## config.mk

```make
export PLATFORM = sky130hd
export DESIGN_NAME = cache_control
export DESIGN_NICKNAME = d
export VERILOG_FILES = /design/src/rtl/cache_control.sv
export SDC_FILE = /design/constraint.sdc
export NUM_CORES = 1
export LEC_CHECK = 0
export CORE_MARGIN = 5
export CORE_UTILIZATION = 26
export DETAILED_ROUTE_END_ITERATION = 10
export GPL_ROUTABILITY_DRIVEN = 1
export PLACE_DENSITY = 0.88
export SYNTH_ARGS = -nofsm -noshare
export SYNTH_HDL_FRONTEND = slang
export SYNTH_SLANG_ARGS = --single-unit
```

## constraint.sdc

```tcl
create_clock -name clk -period 5 [get_ports clk]
set_input_delay 1.5 -clock clk [delete_from_list [all_inputs] [get_ports clk]]
set_output_delay 1.5 -clock clk [all_outputs]
set_load 0.01 [all_outputs]
```

## src/rtl/cache_control.sv

```systemverilog
// -----------------------------------------------------------------------------
// cache_control
//   Sequencing FSM for a 2-way set-associative, write-back, write-allocate L1
//   cache. Decodes datapath status (hit, victim dirty, victim tag) into array
//   read/load strobes, way-steering selects and physical-memory handshakes.
//
//   Optional feature macro: CACHE_CTRL_PERF_EN
//     defined   -> saturating 32-bit hit/miss/writeback counters are built
//     undefined -> hit_count/miss_count/wb_count are tied to zero
//
//   Ports
//     clk, rst_n            clock, asynchronous active-low reset
//     mem_read/mem_write    CPU-side request, held until mem_resp
//     mem_address           request address
//     mem_resp              one-cycle completion pulse
//     hit_control           any-way hit from datapath
//     dirty_bit             LRU (victim) way dirty
//     tag_array_out         tag of LRU (victim) way
//     *_read                array read enables (high whenever out of reset)
//     data_write            CPU write into the hit way
//     force_data_write      line fill from pmem
//     force_data_read       steer victim way onto the pmem write path
//     tag/valid/lru/dirty_load  array load strobes
//     dirty_in, dirty_load_sel  dirty value and way select (0 hit, 1 LRU)
//     pmem_read/pmem_write  pmem request, held until pmem_resp
//     pmem_resp             pmem completion pulse
//     pmem_address          line-aligned pmem address (0 when idle)
//     hit_count, miss_count, wb_count  performance counters
// -----------------------------------------------------------------------------
module cache_control #(
  parameter int unsigned s_offset = 5,
  parameter int unsigned s_index  = 3,
  parameter int unsigned s_tag    = 32 - s_offset - s_index
) (
  input  logic             clk,
  input  logic             rst_n,
  // CPU-side request
  input  logic             mem_read,
  input  logic             mem_write,
  input  logic [31:0]      mem_address,
  output logic             mem_resp,
  // datapath status
  input  logic             hit_control,
  input  logic             dirty_bit,
  input  logic [s_tag-1:0] tag_array_out,
  // array read enables
  output logic             data_read,
  output logic             tag_read,
  output logic             valid_read,
  output logic             dirty_read,
  output logic             lru_read,
  // data-array strobes
  output logic             data_write,
  output logic             force_data_write,
  output logic             force_data_read,
  // array load strobes
  output logic             tag_load,
  output logic             valid_load,
  output logic             lru_load,
  output logic             dirty_load,
  output logic             dirty_in,
  output logic             dirty_load_sel,
  // physical memory
  output logic             pmem_read,
  output logic             pmem_write,
  input  logic             pmem_resp,
  output logic [31:0]      pmem_address,
  // performance counters
  output logic [31:0]      hit_count,
  output logic [31:0]      miss_count,
  output logic [31:0]      wb_count
);

  localparam int unsigned AddrW = 32;
  localparam int unsigned CntW  = 32;

  typedef enum logic [1:0] {
    IDLE      = 2'd0,
    CHECK     = 2'd1,
    WRITEBACK = 2'd2,
    FETCH     = 2'd3
  } state_e;

  state_e state_q, state_d;

  logic req_c;
  logic is_write_c;
  logic unused_addr_bits;

  // A simultaneous read+write request is serviced as a write.
  assign req_c      = mem_read | mem_write;
  assign is_write_c = mem_write;

  // Byte-offset bits never reach pmem; addresses are line aligned.
  assign unused_addr_bits = ^mem_address[s_offset-1:0];

  // State register
  always_ff @(posedge clk or negedge rst_n) begin
    if (!rst_n) begin
      state_q <= IDLE;
    end else begin
      state_q <= state_d;
    end
  end

  // Next-state decode
  always_comb begin
    state_d = state_q;
    case (state_q)
      IDLE: begin
        if (req_c) state_d = CHECK;
      end
      CHECK: begin
        // A withdrawn request abandons the lookup without a response.
        if (!req_c)           state_d = IDLE;
        else if (hit_control) state_d = IDLE;
        else if (dirty_bit)   state_d = WRITEBACK;
        else                  state_d = FETCH;
      end
      WRITEBACK: begin
        if (pmem_resp) state_d = FETCH;
      end
      FETCH: begin
        // After the fill the line is present, so the re-check hits.
        if (pmem_resp) state_d = CHECK;
      end
      default: state_d = IDLE;
    endcase
  end

  // Output decode; everything is forced low while reset is asserted.
  always_comb begin
    mem_resp         = 1'b0;
    data_read        = 1'b0;
    tag_read         = 1'b0;
    valid_read       = 1'b0;
    dirty_read       = 1'b0;
    lru_read         = 1'b0;
    data_write       = 1'b0;
    force_data_write = 1'b0;
    force_data_read  = 1'b0;
    tag_load         = 1'b0;
    valid_load       = 1'b0;
    lru_load         = 1'b0;
    dirty_load       = 1'b0;
    dirty_in         = 1'b0;
    dirty_load_sel   = 1'b0;
    pmem_read        = 1'b0;
    pmem_write       = 1'b0;
    pmem_address     = AddrW'(0);

    if (rst_n) begin
      data_read  = 1'b1;
      tag_read   = 1'b1;
      valid_read = 1'b1;
      dirty_read = 1'b1;
      lru_read   = 1'b1;

      case (state_q)
        CHECK: begin
          if (req_c && hit_control) begin
            mem_resp = 1'b1;
            lru_load = 1'b1;
            // Write hit: update the hit way and mark it dirty.
            if (is_write_c) begin
              data_write     = 1'b1;
              dirty_load     = 1'b1;
              dirty_load_sel = 1'b0;
              dirty_in       = 1'b1;
            end
          end
        end
        WRITEBACK: begin
          pmem_write      = 1'b1;
          force_data_read = 1'b1;
          // Victim line address: its stored tag plus the current set index.
          pmem_address    = {tag_array_out,
                             mem_address[s_offset+s_index-1:s_offset],
                             {s_offset{1'b0}}};
        end
        FETCH: begin
          pmem_read    = 1'b1;
          pmem_address = {mem_address[AddrW-1:s_offset], {s_offset{1'b0}}};
          // Fill cycle: install the line into the LRU way as clean.
          if (pmem_resp) begin
            force_data_write = 1'b1;
            tag_load         = 1'b1;
            valid_load       = 1'b1;
            dirty_load       = 1'b1;
            dirty_load_sel   = 1'b1;
            dirty_in         = 1'b0;
          end
        end
        default: begin
        end
      endcase
    end
  end

`ifdef CACHE_CTRL_PERF_EN
  logic [CntW-1:0] hit_cnt_q;
  logic [CntW-1:0] miss_cnt_q;
  logic [CntW-1:0] wb_cnt_q;
  logic            from_idle_q;
  logic            hit_evt_c;
  logic            miss_evt_c;
  logic            wb_evt_c;

  // Distinguishes a first lookup from the re-check that follows a fill.
  always_ff @(posedge clk or negedge rst_n) begin
    if (!rst_n) begin
      from_idle_q <= 1'b0;
    end else if (state_q == IDLE) begin
      from_idle_q <= 1'b1;
    end else if (state_q == FETCH) begin
      from_idle_q <= 1'b0;
    end
  end

  assign hit_evt_c  = (state_q == CHECK) && req_c && hit_control && from_idle_q;
  assign miss_evt_c = (state_q == CHECK) && req_c && !hit_control;
  assign wb_evt_c   = miss_evt_c && dirty_bit;

  // Saturating event counters
  always_ff @(posedge clk or negedge rst_n) begin
    if (!rst_n) begin
      hit_cnt_q  <= CntW'(0);
      miss_cnt_q <= CntW'(0);
      wb_cnt_q   <= CntW'(0);
    end else begin
      if (hit_evt_c && (hit_cnt_q != {CntW{1'b1}}))
        hit_cnt_q <= hit_cnt_q + CntW'(1);
      if (miss_evt_c && (miss_cnt_q != {CntW{1'b1}}))
        miss_cnt_q <= miss_cnt_q + CntW'(1);
      if (wb_evt_c && (wb_cnt_q != {CntW{1'b1}}))
        wb_cnt_q <= wb_cnt_q + CntW'(1);
    end
  end

  assign hit_count  = hit_cnt_q;
  assign miss_count = miss_cnt_q;
  assign wb_count   = wb_cnt_q;
`else
  assign hit_count  = CntW'(0);
  assign miss_count = CntW'(0);
  assign wb_count   = CntW'(0);
`endif

endmodule
```

Word level (Yosys, flattened, before mapping)
Index checks and enable logic that the tools add are counted.

Output and inout bits: 145. Bits of input ports: 63. Register bits: 2.

Equal/unequal tests: 6. Multiplexer cells: 26. Reductions and logical operators: 3. Bitwise operators: 1.

Operator list (number): $pmux W32 S2 (1); $mux W32 (1); $mux W1 (17); $mux W2 (5); $pmux W2 S4 (1); $ne A2 B2 Y1 const B (3); $eq A2 B2 Y1 const B (2); $reduce_and A3 Y1 (1); $eq A2 B1 Y1 const B (1); $logic_not A2 Y1 (1); $pmux W1 S2 (1); $logic_and A1 B1 Y1 (1); $or A1 B1 Y1 (1).

Longest topological paths before layout
Depth in word-level cells: 5. Gate-level depth with buffers: 6.

Worst setup path after synthesis
Ideal clock, no wire load.

Path type: input port to output port. From: input port mem_read. To: output port mem_resp. Path slack: 1359 ps. Data arrival time: 2141 ps. Stages: 3. Data required time: 3500 ps. Path through: or2_1 > and4_2 > buf_4.

Cells in the longest elaborated chain, start to end: 5.

RTL lines: start: declaration (RTL line 38) `input logic mem_read,`; $or A1 B1 Y1 (RTL line 91) `assign req_c = mem_read | mem_write;`; $logic_and A1 B1 Y1 (RTL line 161) `if (req_c && hit_control) begin`; $mux W1 (3 in a row); end: declaration (RTL line 41) `output logic mem_resp,`.

No other way between the ends.

Worst setup path in the final report
From: input port rst_n. To: output port pmem_address[25].

Cells in the longest elaborated chain, start to end: 1.

RTL lines: start: declaration (RTL line 36) `input logic rst_n,`; $mux W32 (RTL line 152) `if (rst_n) begin`; end: declaration (RTL line 67) `output logic [31:0] pmem_address,`.

No other way between the ends.

==> impl_metrics.tcl <==
set metrics [dict create \
    synthTopCellsByArea "buf_4, a22o_1, ha_1, dfrtp_1, buf_6" \
    dpl.hpwl_mm 3.460 \
    synth_top_cell_by_area "buf_4" \
    preCtsSetupSlack_ns 0.2894 \
    post_cts_buffers 0 \
    synth_cell_types 24 \
    io_pins 208 \
    finalNonFillerCells 335 \
    drc 0 \
    clockBufferDepth 2 \
    num_rows 27 \
    grt_pass1_vias 1157 \
    drtPass1Iterations 4 \
    viasPerCell 3.436 \
    rsz0062_at_grt "no" \
    start_kind "input port" \
    die_w_um 84 \
    drv_slew 0 \
    syn_avg_cell_area_sq_um 8.136 \
    dr.first_iter.drc_count 8 \
    synthCells 175 \
    largest_registers "state_q x2" \
    dieArea_sq_mm 0.007056 \
    final_util_pct 37.99 \
    clk_latency_ns 0.21 \
    dr_total_vias 1151 \
    drive_gt1_share_pct 6.844 \
    startpoint "rst_n" \
    cts_tree "built" \
    hold_path.class "flip-flop to flip-flop" \
    synth_top_area_share_pct 59.05 \
    peakVddDrop_mv 0.1276 \
    finalCriticalPeriod_ns 4.676 \
    grt.total_usage_pct 9.588 \
    ant_nets 0 \
    largest_register_ffs 2 \
    gp_congestion 0.7944 \
    timing.hold.ws_ns 0.6683 \
    setup_viol 0 \
    fin_crit_sh_pct 93.52 \
    drt-total-wl_mm 3.916 \
    nets 333 \
    synth_seq_cells 2 \
    min_from "state_q[0]" \
    core_area_sq_mm 0.005405 \
    holdBufCountCts 0 \
    ctsResizeCount 0 \
    io_buffers 101 \
    crit_arrival_ns 3.18 \
    max_clock_freq_ghz 0.2139 \
    cts-buffers-inserted 3 \
    p_per_area_mw_per_mm2 204.0 \
    setup_tns_ns 0 \
    yosys_warnings 0 \
    drv_cap 0 \
    clk_pin_slew_ns 0.03 \
    fill_cells 566 \
    area_delta_synth_final_pct 44.20 \
    required_ns 3.50 \
    syn_area_sq_mm 0.001424 \
    grt-ovfl-total 0 \
    end_kind "output pin" \
    regMostFlops "state_q" \
    rr_startpoint "state_q[1]" \
    hold_viol 0 \
    initial_core_util_pct 26.34 \
    status "finished, final reports clean" \
    h-tree-depth 1 \
    ys_seq_area_share_pct 3.515 \
    cts.sinks 2 \
    criticalPathCategory "input port to output pin" \
    die_h_um 84 \
    crit_fanout 24 \
    grt_max_degree 27 \
    setup_slack_ns 0.3242 \
    grt_pass1_wl_mm 5.671 \
    antenna_cells 0 \
    routedWlPerCell_um 11.69 \
    fin_skew_ns 0.002435 \
    grt_antenna_before_repair 0 \
    root_buffer "clkbuf_8" \
    dp.cells 332 \
    p_leak_nw 0.9815 \
]
## worst paths after layout
| kind | end | slack (ns) | cells after the start |
|---|---|---|---|
| hold / removal | state_q[0] | 0.67 | 2 |
| min in group asynchronous | state_q[1] | 1.73 | 2 |
| setup / recovery | pmem_address[25] | 0.32 | 4 |
| hold reg to reg | state_q[0] | 0.67 | 2 |
| setup reg to reg | state_q[0] | 3.47 | 5 |
| max in group asynchronous | state_q[0] | 3.15 | 2 |
## cell families after synthesis
| group | synth area share [%] |
|---|---|
| other | 0.2634 |
| flip-flops | 3.515 |
| adder cells (fa/ha/maj) | 4.394 |
| AND/OR/NAND/NOR | 6.943 |
| buffers and inverters | 65.64 |
| AO/OA/AOI/OAI | 19.24 |
## per-stage QoR
stage | power, W | area, sq um
after floorplan | 0.0002768 | 1799
after global placement | 0.0003455 | 2012
after detailed placement | 0.0003507 | 2012
after CTS | 0.0004209 | 2053
after global routing | 0.0004531 | 2053
final | 0.0004189 | 2053
## where the power goes
| part | switching [W] | total, W | internal (W) | leakage, nW |
|---|---|---|---|---|
| Sequential | 0.0000118 | 0.0000361 | 0.0000243 | 0.0248 |
| Combinational | 0.000147 | 0.000317 | 0.000170 | 0.935 |
| Clock | 0.0000144 | 0.0000655 | 0.0000511 | 0.0216 |
## cells in the final DEF (no fill, tap or decap), types with 2 or more instances in the layout
cell type	synthesis	final
a22o_1	20	20
a22o_2	4	4
and3_2	4	4
and4_2	2	2
clkbuf_8	0	3
clkdlybuf4s50_1	0	101
conb_1	1	101
dfrtp_1	2	2
ha_1	5	5
inv_1	5	5
or2_1	2	2
## cell type report
| type | instances | area, sq um | area share [%] |
|---|---|---|---|
| timing repair buffer | 103 | 1039 | 50.58 |
| sequential | 2 | 50.05 | 2.438 |
| clock buffer | 3 | 41.29 | 2.011 |
| inverter | 5 | 18.77 | 0.9141 |
| tap | 72 | 90.09 | 4.388 |
| multi-input combinational | 150 | 814.5 | 39.67 |
## metal layers
| metal | routed length [um] | share of wire, % | up-vias | GRT usage [%] |
|---|---|---|---|---|
| met5 | 0 | 0 | - | 0 |
| met4 | 19 | 0.49 | 0 | 2.339 |
| met1 | 1241 | 32 | 505 | 9.176 |
| met2 | 2139 | 55 | 94 | 18.94 |
| li1 | - | - | 550 | - |
| met3 | 516 | 13 | 2 | 3.653 |
## cells in the mapped netlist, drive strengths merged
cell type	number
a21oi	1
a22o	24
a311oi	1
a32oi	1
and2	3
and3	4
and4	2
buf	118
conb	1
dfrtp	2
ha	5
inv	5
nor2b	1
nor3b	1
o21ai	1
o21ba	1
o22a	1
o31ai	1
or2	2
## worst max-delay path, stage by stage
cell,delay [ns]
clkdlybuf4s50_1,0.58
and2_4,0.34
a22o_1,0.20
clkdlybuf4s50_1,0.54
Note: power is estimated with default switching activity, not from simulation.
